--- src/rtl/reg_file_mp.sv ---
`timescale 1ns/1ps
`default_nettype none
// ============================================================================
// Module   : reg_file_mp
// Purpose  : Parametrised multi-port integer register file for the RV32I core.
//            Configurable width/depth/port counts, same-cycle write-to-read
//            bypass, per-register busy scoreboard for the issue stage and a
//            post-reset clear sweep so the storage needs no reset of its own.
// Ports    : clk        - clock, all state updates on posedge
//            reset_n    - synchronous active-low reset
//            rd_addr    - NRD read addresses, port i in slice i
//            rd_data    - NRD read results (combinational)
//            rd_busy    - NRD busy flags of the addressed registers (comb.)
//            wr_en      - NWR write strobes
//            wr_addr    - NWR write addresses
//            wr_data    - NWR write data words
//            iss_en     - mark iss_addr busy
//            iss_addr   - destination register being issued
//            init_done  - high once the clear sweep has finished
// Revision : 1.0 - initial release
// ============================================================================
module reg_file_mp #(
  parameter int XLEN     = 32,
  parameter int NREGS    = 32,
  parameter int NRD      = 2,
  parameter int NWR      = 1,
  parameter int ZERO_REG = 1,
  parameter int BYPASS   = 1,
  localparam int AW      = (NREGS > 1) ? $clog2(NREGS) : 1
) (
  input  logic                 clk,
  input  logic                 reset_n,
  input  logic [NRD*AW-1:0]    rd_addr,
  output logic [NRD*XLEN-1:0]  rd_data,
  output logic [NRD-1:0]       rd_busy,
  input  logic [NWR-1:0]       wr_en,
  input  logic [NWR*AW-1:0]    wr_addr,
  input  logic [NWR*XLEN-1:0]  wr_data,
  input  logic                 iss_en,
  input  logic [AW-1:0]        iss_addr,
  output logic                 init_done
);

  // ptr carries one extra bit so the sweep counter never wraps back to 0
  localparam logic [AW:0] LAST_PTR = (AW+1)'(NREGS - 1);

  typedef enum logic [0:0] {
    ST_INIT  = 1'b0,
    ST_READY = 1'b1
  } state_t;

  state_t           state_q, state_d;
  logic [AW:0]      ptr_q, ptr_d;
  logic [XLEN-1:0]  mem_q [NREGS];
  logic [XLEN-1:0]  mem_d [NREGS];
  logic [NREGS-1:0] busy_q, busy_d;

  logic             ready;
  logic [NWR-1:0]   wr_ok;     // write strobes that really update storage
  logic [AW-1:0]    wa [NWR];
  logic [XLEN-1:0]  wd [NWR];
  logic             iss_ok;

  assign ready     = (state_q == ST_READY);
  assign init_done = ready;

  // --------------------------------------------------------------------------
  // Write-port unpacking. A strobe is effective only in READY and never for
  // the hardwired zero register; everything downstream (storage, scoreboard,
  // bypass) keys off wr_ok so dropped writes are invisible everywhere.
  // --------------------------------------------------------------------------
  generate
    for (genvar j = 0; j < NWR; j++) begin : g_wr
      assign wa[j]    = wr_addr[j*AW +: AW];
      assign wd[j]    = wr_data[j*XLEN +: XLEN];
      assign wr_ok[j] = ready && wr_en[j] && !((ZERO_REG != 0) && (wa[j] == '0));
    end
  endgenerate

  assign iss_ok = ready && iss_en && !((ZERO_REG != 0) && (iss_addr == '0));

  // --------------------------------------------------------------------------
  // Sweep FSM: INIT walks ptr over every entry, then parks in READY.
  // --------------------------------------------------------------------------
  always_comb begin
    state_d = state_q;
    ptr_d   = ptr_q;
    case (state_q)
      ST_INIT: begin
        ptr_d = ptr_q + (AW+1)'(1);
        if (ptr_q == LAST_PTR) begin
          state_d = ST_READY;
        end
      end
      ST_READY: begin
        state_d = ST_READY;
      end
      default: begin
        state_d = ST_INIT;
      end
    endcase
  end

  // --------------------------------------------------------------------------
  // Storage next-state. Ports are applied in ascending order so that the
  // highest-index port wins on an address collision.
  // --------------------------------------------------------------------------
  always_comb begin
    mem_d = mem_q;
    if (!ready) begin
      mem_d[ptr_q[AW-1:0]] = '0;
    end else begin
      for (int j = 0; j < NWR; j++) begin
        if (wr_ok[j]) begin
          mem_d[wa[j]] = wd[j];
        end
      end
    end
  end

  // --------------------------------------------------------------------------
  // Scoreboard next-state. Clears are applied before the set so that an
  // issue to a register being written in the same cycle leaves it busy: the
  // newly issued instruction is the outstanding producer.
  // --------------------------------------------------------------------------
  always_comb begin
    busy_d = busy_q;
    for (int j = 0; j < NWR; j++) begin
      if (wr_ok[j]) begin
        busy_d[wa[j]] = 1'b0;
      end
    end
    if (iss_ok) begin
      busy_d[iss_addr] = 1'b1;
    end
  end

  always_ff @(posedge clk) begin
    if (!reset_n) begin
      state_q <= ST_INIT;
      ptr_q   <= '0;
      busy_q  <= '0;
    end else begin
      state_q <= state_d;
      ptr_q   <= ptr_d;
      busy_q  <= busy_d;
    end
  end

  // Storage has no reset so it can map onto a RAM array; the sweep clears it.
  // Writes presented in a reset cycle are discarded.
  always_ff @(posedge clk) begin
    if (reset_n) begin
      mem_q <= mem_d;
    end
  end

  // --------------------------------------------------------------------------
  // Read ports: storage, then optional bypass from this cycle's writes
  // (highest-index matching port last, so it takes priority), then the
  // zero-register and not-yet-initialised overrides.
  // --------------------------------------------------------------------------
  generate
    for (genvar i = 0; i < NRD; i++) begin : g_rd
      logic [AW-1:0]   ra;
      logic [XLEN-1:0] data;
      logic            busy;

      assign ra = rd_addr[i*AW +: AW];

      always_comb begin
        data = mem_q[ra];
        busy = busy_q[ra];
        if (BYPASS != 0) begin
          for (int j = 0; j < NWR; j++) begin
            if (wr_ok[j] && (wa[j] == ra)) begin
              data = wd[j];
              busy = 1'b0;
            end
          end
        end
        if (!ready || ((ZERO_REG != 0) && (ra == '0))) begin
          data = '0;
          busy = 1'b0;
        end
      end

      assign rd_data[i*XLEN +: XLEN] = data;
      assign rd_busy[i]              = busy;
    end
  endgenerate

endmodule
`default_nettype wire

--- config.mk ---
export PLATFORM = sky130hd
export DESIGN_NAME = reg_file_mp
export DESIGN_NICKNAME = d
export VERILOG_FILES = /design/src/rtl/reg_file_mp.sv
export SDC_FILE = /design/constraint.sdc
export NUM_CORES = 2
export LEC_CHECK = 0
export CAP_MARGIN = 20
export CORE_MARGIN = 5
export CORE_UTILIZATION = 31
export CTS_CLUSTER_DIAMETER = 120
export CTS_CLUSTER_SIZE = 20
export DETAILED_ROUTE_END_ITERATION = 12
export PLACE_DENSITY = 0.48
export SKIP_CTS_REPAIR_TIMING = 1
export SYNTH_ARGS = -nofsm -noshare
export SYNTH_HDL_FRONTEND = slang
export SYNTH_SLANG_ARGS = --single-unit
--- constraint.sdc ---
create_clock -name clk -period 3.9 [get_ports clk]
set_input_delay 0.39 -clock clk [delete_from_list [all_inputs] [get_ports clk]]
set_output_delay 0.39 -clock clk [all_outputs]
set_load 0.02 [all_outputs]
==> impl_results.md <==
* Core Box Area at 197,000 µm²
* Number of global-route vias before repair at 45,200
* H-tree depth at 2
* EDFF count, synth at 1,024
* Async set-reset flop share out of synthesis at 0%
* Starting Density at 31.1%
* Cell area power density at 357 nW/µm²
* Largest family of logic cells by synthesized area: multiplexers
* Total routed wirelength at 276 mm
* TritonRoute pass-1 iters at 5
* Clock Tree Root: clkbuf_16
* Worst EP arrival at 3440 ps
* Clock Tree Buf Depth at 3
* Seq/Total Area, Yosys at 51.5%
* Mapped Cells at 4,427
* Hold Path Class: primary input to register
* R2R setup slack at 1050 ps
* Critical Path End Type: output pin
* Largest cells by area after synthesis: edfxtp_1 (50%), mux4_2 (19%), a22o_1 (11%), nand2_1 (2.8%), o21ai_0 (2.5%)
* WP data required at 3510 ps
* Worst path cell trace: buf_8 > buf_12 > buf_12 > buf_4 > mux4_2 > mux2_2 > a21oi_1 > o22ai_1 > buf_4
* First-pass GRT wire length at 379 mm
* CP peak stage delay at 530 ps
* Launch point of the worst hold path: reset_n
* Fillers at 18,800
* Minimum clock period at 3830 ps
* Max Clock Freq at 261 MHz
* DRT iter0 DRCs at 6,532
* I/O Pins at 123
* Die span in y at 454 µm
* Post-Route Utilization at 35.3%
* Layout Skew at 39.2 ps
* Initial antenna violation count at 7
* Adder-Cell Fraction of Synth Area at 0.0818%
* CP startpoint kind: primary input
* # clock sinks at 1,063
* Worst VDD drop at 400 µV
* Final #Nets at 4,521
* Die Area at 206,000 µm²
* Setup CP Type: primary input to output pin
* Yosys reg bits at 1,063
* Clock-pin slew on the worst setup and hold paths at 100 ps
* Xor/xnor share of the synthesized area at 0.215%
* Total GRT Usage at 25.8%
* Post-Synth Simple-Gate Area at 5.72%
* Largest net degree at the start of global routing at 91
* Post-DR vias/cell at 6.62
* Worst skew pair latency at 740 ps
* Total grt overflow at 0
* Top-count cell post-synth: edfxtp_1
* Outcome: complete, no violations
* Avg Cell Area, Syn at 13.8 µm²
* Critical R2R Launch: ptr_q[0]
* Drt wl/cell at 38.7 µm
* Area fraction of the dominant cell type after synthesis at 50.3%
* CTS tree: yes
* Top post-synthesis cells by count: edfxtp_1 (1,024), a22o_1 (793), mux4_2 (515)
* Post-Syn Area at 61,200 µm²
* Port Buf Inserts at 122
* Slowest CP cell: a21oi_1
* Residual DRC at 0
* Minimum hold slack at 263 ps
* Worst R2R End: mem_q[494]
* Layout cells sized above 1 at 26.0%
* Die width at 454 µm
* Synth warnings at 0
* Worst setup margin at 66.9 ps
* Post-route clock period utilization at 98.3%
* Leakage at 25.3 nW
* Worst slew pin tran at 1200 ps
* Slew Viols, Final at 0
* RSZ-0062 raised after global routing: no
* Post-route ant nets at 0
* Setup WS pre-CTS at -272 ps
* Top FF cell, synth: edfxtp_1
* Row count at 163
* Max-slew headroom at 19.9%
* Syn_nets at 4,487
* Synth cell types at 64
* Max-cap violations at 0
* R2R cell count at 7
* Worst-path fanout max at 30
* Synth area leader: edfxtp_1
* Final GP Congestion at 0.909
* Synth Area in Compound Gates at 17.3%
* Hold depth at 2
* Multiplexer area fraction after synthesis at 21.0%
* Fin. Hold Viols at 0
* Area added between synthesis and finish at 13.6%
* Final Setup Violations at 0
* Hpwl dp at 177 mm
* Via count at 47,200
* Worst Hold Endpoint: init_done
* Num CTS Buffers at 59
cells by family (layout without fill, tap and decap cells):
kind of cell             Yosys count  count (layout)
other                              0               5
adder cells (fa/ha/maj)            4               4
XOR/XNOR                          15              15
multiplexers                     638             638
AND/OR/NAND/NOR                  760             760
AO/OA/AOI/OAI                   1410            1410
flip-flops                      1063            1063
buffers and inverters            537             595
worst max-delay path, delay by kind of cell:
kind	cells	cell delay [ps]
muxes	2	820
buffers and inverters	5	1170
AOI/OAI and AO/OA	2	970
cell type report:
type | instances | area, µm² | share of cell area (%)
clock inverters | 3 | 21.3 | 0.0306
multi-input cells | 2827 | 28100 | 40.4
clock buffers | 82 | 1610 | 2.31
diodes | 5 | 12.5 | 0.0180
well taps | 2640 | 3300 | 4.75
inverters | 4 | 15.0 | 0.0216
repair buffers | 506 | 4930 | 7.10
flip-flops and latches | 1063 | 31500 | 45.4
layer usage:
metal | up-vias | routed length [µm] | global-route usage [%]
met5 | - | 44 | 0.117
met4 | 4 | 17100 | 12.6
met3 | 658 | 28400 | 5.20
met2 | 3383 | 124000 | 40.4
met1 | 24900 | 106000 | 34.3
li1 | 18300 | - | -
how the worst max path moves through the flow:
stage	start	endpoint	slack, ps
after floorplan	wr_addr[1]	mem_q[480]	530
after global placement	wr_addr[3]	rd_data[18]	-240
after detailed placement	wr_addr[3]	rd_data[54]	-270
after CTS	wr_addr[3]	rd_data[54]	-280
after global routing	wr_addr[4]	rd_data[63]	50
final	rd_addr[1]	rd_data[6]	70
registers in the layout, indices dropped and copies added (netlist names):
| signal | cells |
|---|---|
| mem_q | 1024 |
| ptr_q | 6 |
| busy_q | 32 |
| init_done | 1 |
power breakdown:
| group | switching [W] | internal (W) |
|---|---|---|
| clock | 0.00410 | 0.00286 |
| sequential | 0.000502 | 0.0133 |
| combinational | 0.00221 | 0.00183 |
| total | 0.00681 | 0.0180 |
stage by stage:
| step | setup TNS [ps] | total power (W) | instance area [µm²] | instances |
|---|---|---|---|---|
| 3_5_place_dp | -917 | 0.0180 | 67800 | 7037 |
| 5_1_grt | 0 | 0.0255 | 69500 | 7128 |
| 2_1_floorplan | 0 | 0.0163 | 61200 | 4427 |
| 6_report | 0 | 0.0248 | 69500 | 7130 |
| 4_1_cts | -946 | 0.0249 | 69400 | 7122 |
| 3_3_place_gp | -820 | 0.0180 | 67800 | 7036 |
layout by cell type (no fill, tap or decap), drive strengths merged, types with 4 or more instances in the layout:
cell,instances
clkdlybuf4s50,77
nor2,36
or3,4
nor2b,46
a22o,793
o221a,5
and2,59
o211ai,20
xnor2,13
nand2b,14
buf,426
clkbuf,82
or3b,5
ha,4
diode,5
dfxtp,39
mux2,33
mux4,515
edfxtp,1024
nand3,34
inv,5
o31ai,13
o21ai,311
nor4,17
a21oi,34
o22ai,118
a31oi,16
nor3,12
nand3b,11
o21a,4
nand4,20
a22oi,39
or2,29
a21boi,28
a2111oi,4
a221oi,11
mux2i,90
nand2,464
(Power assumes the default switching activity.)
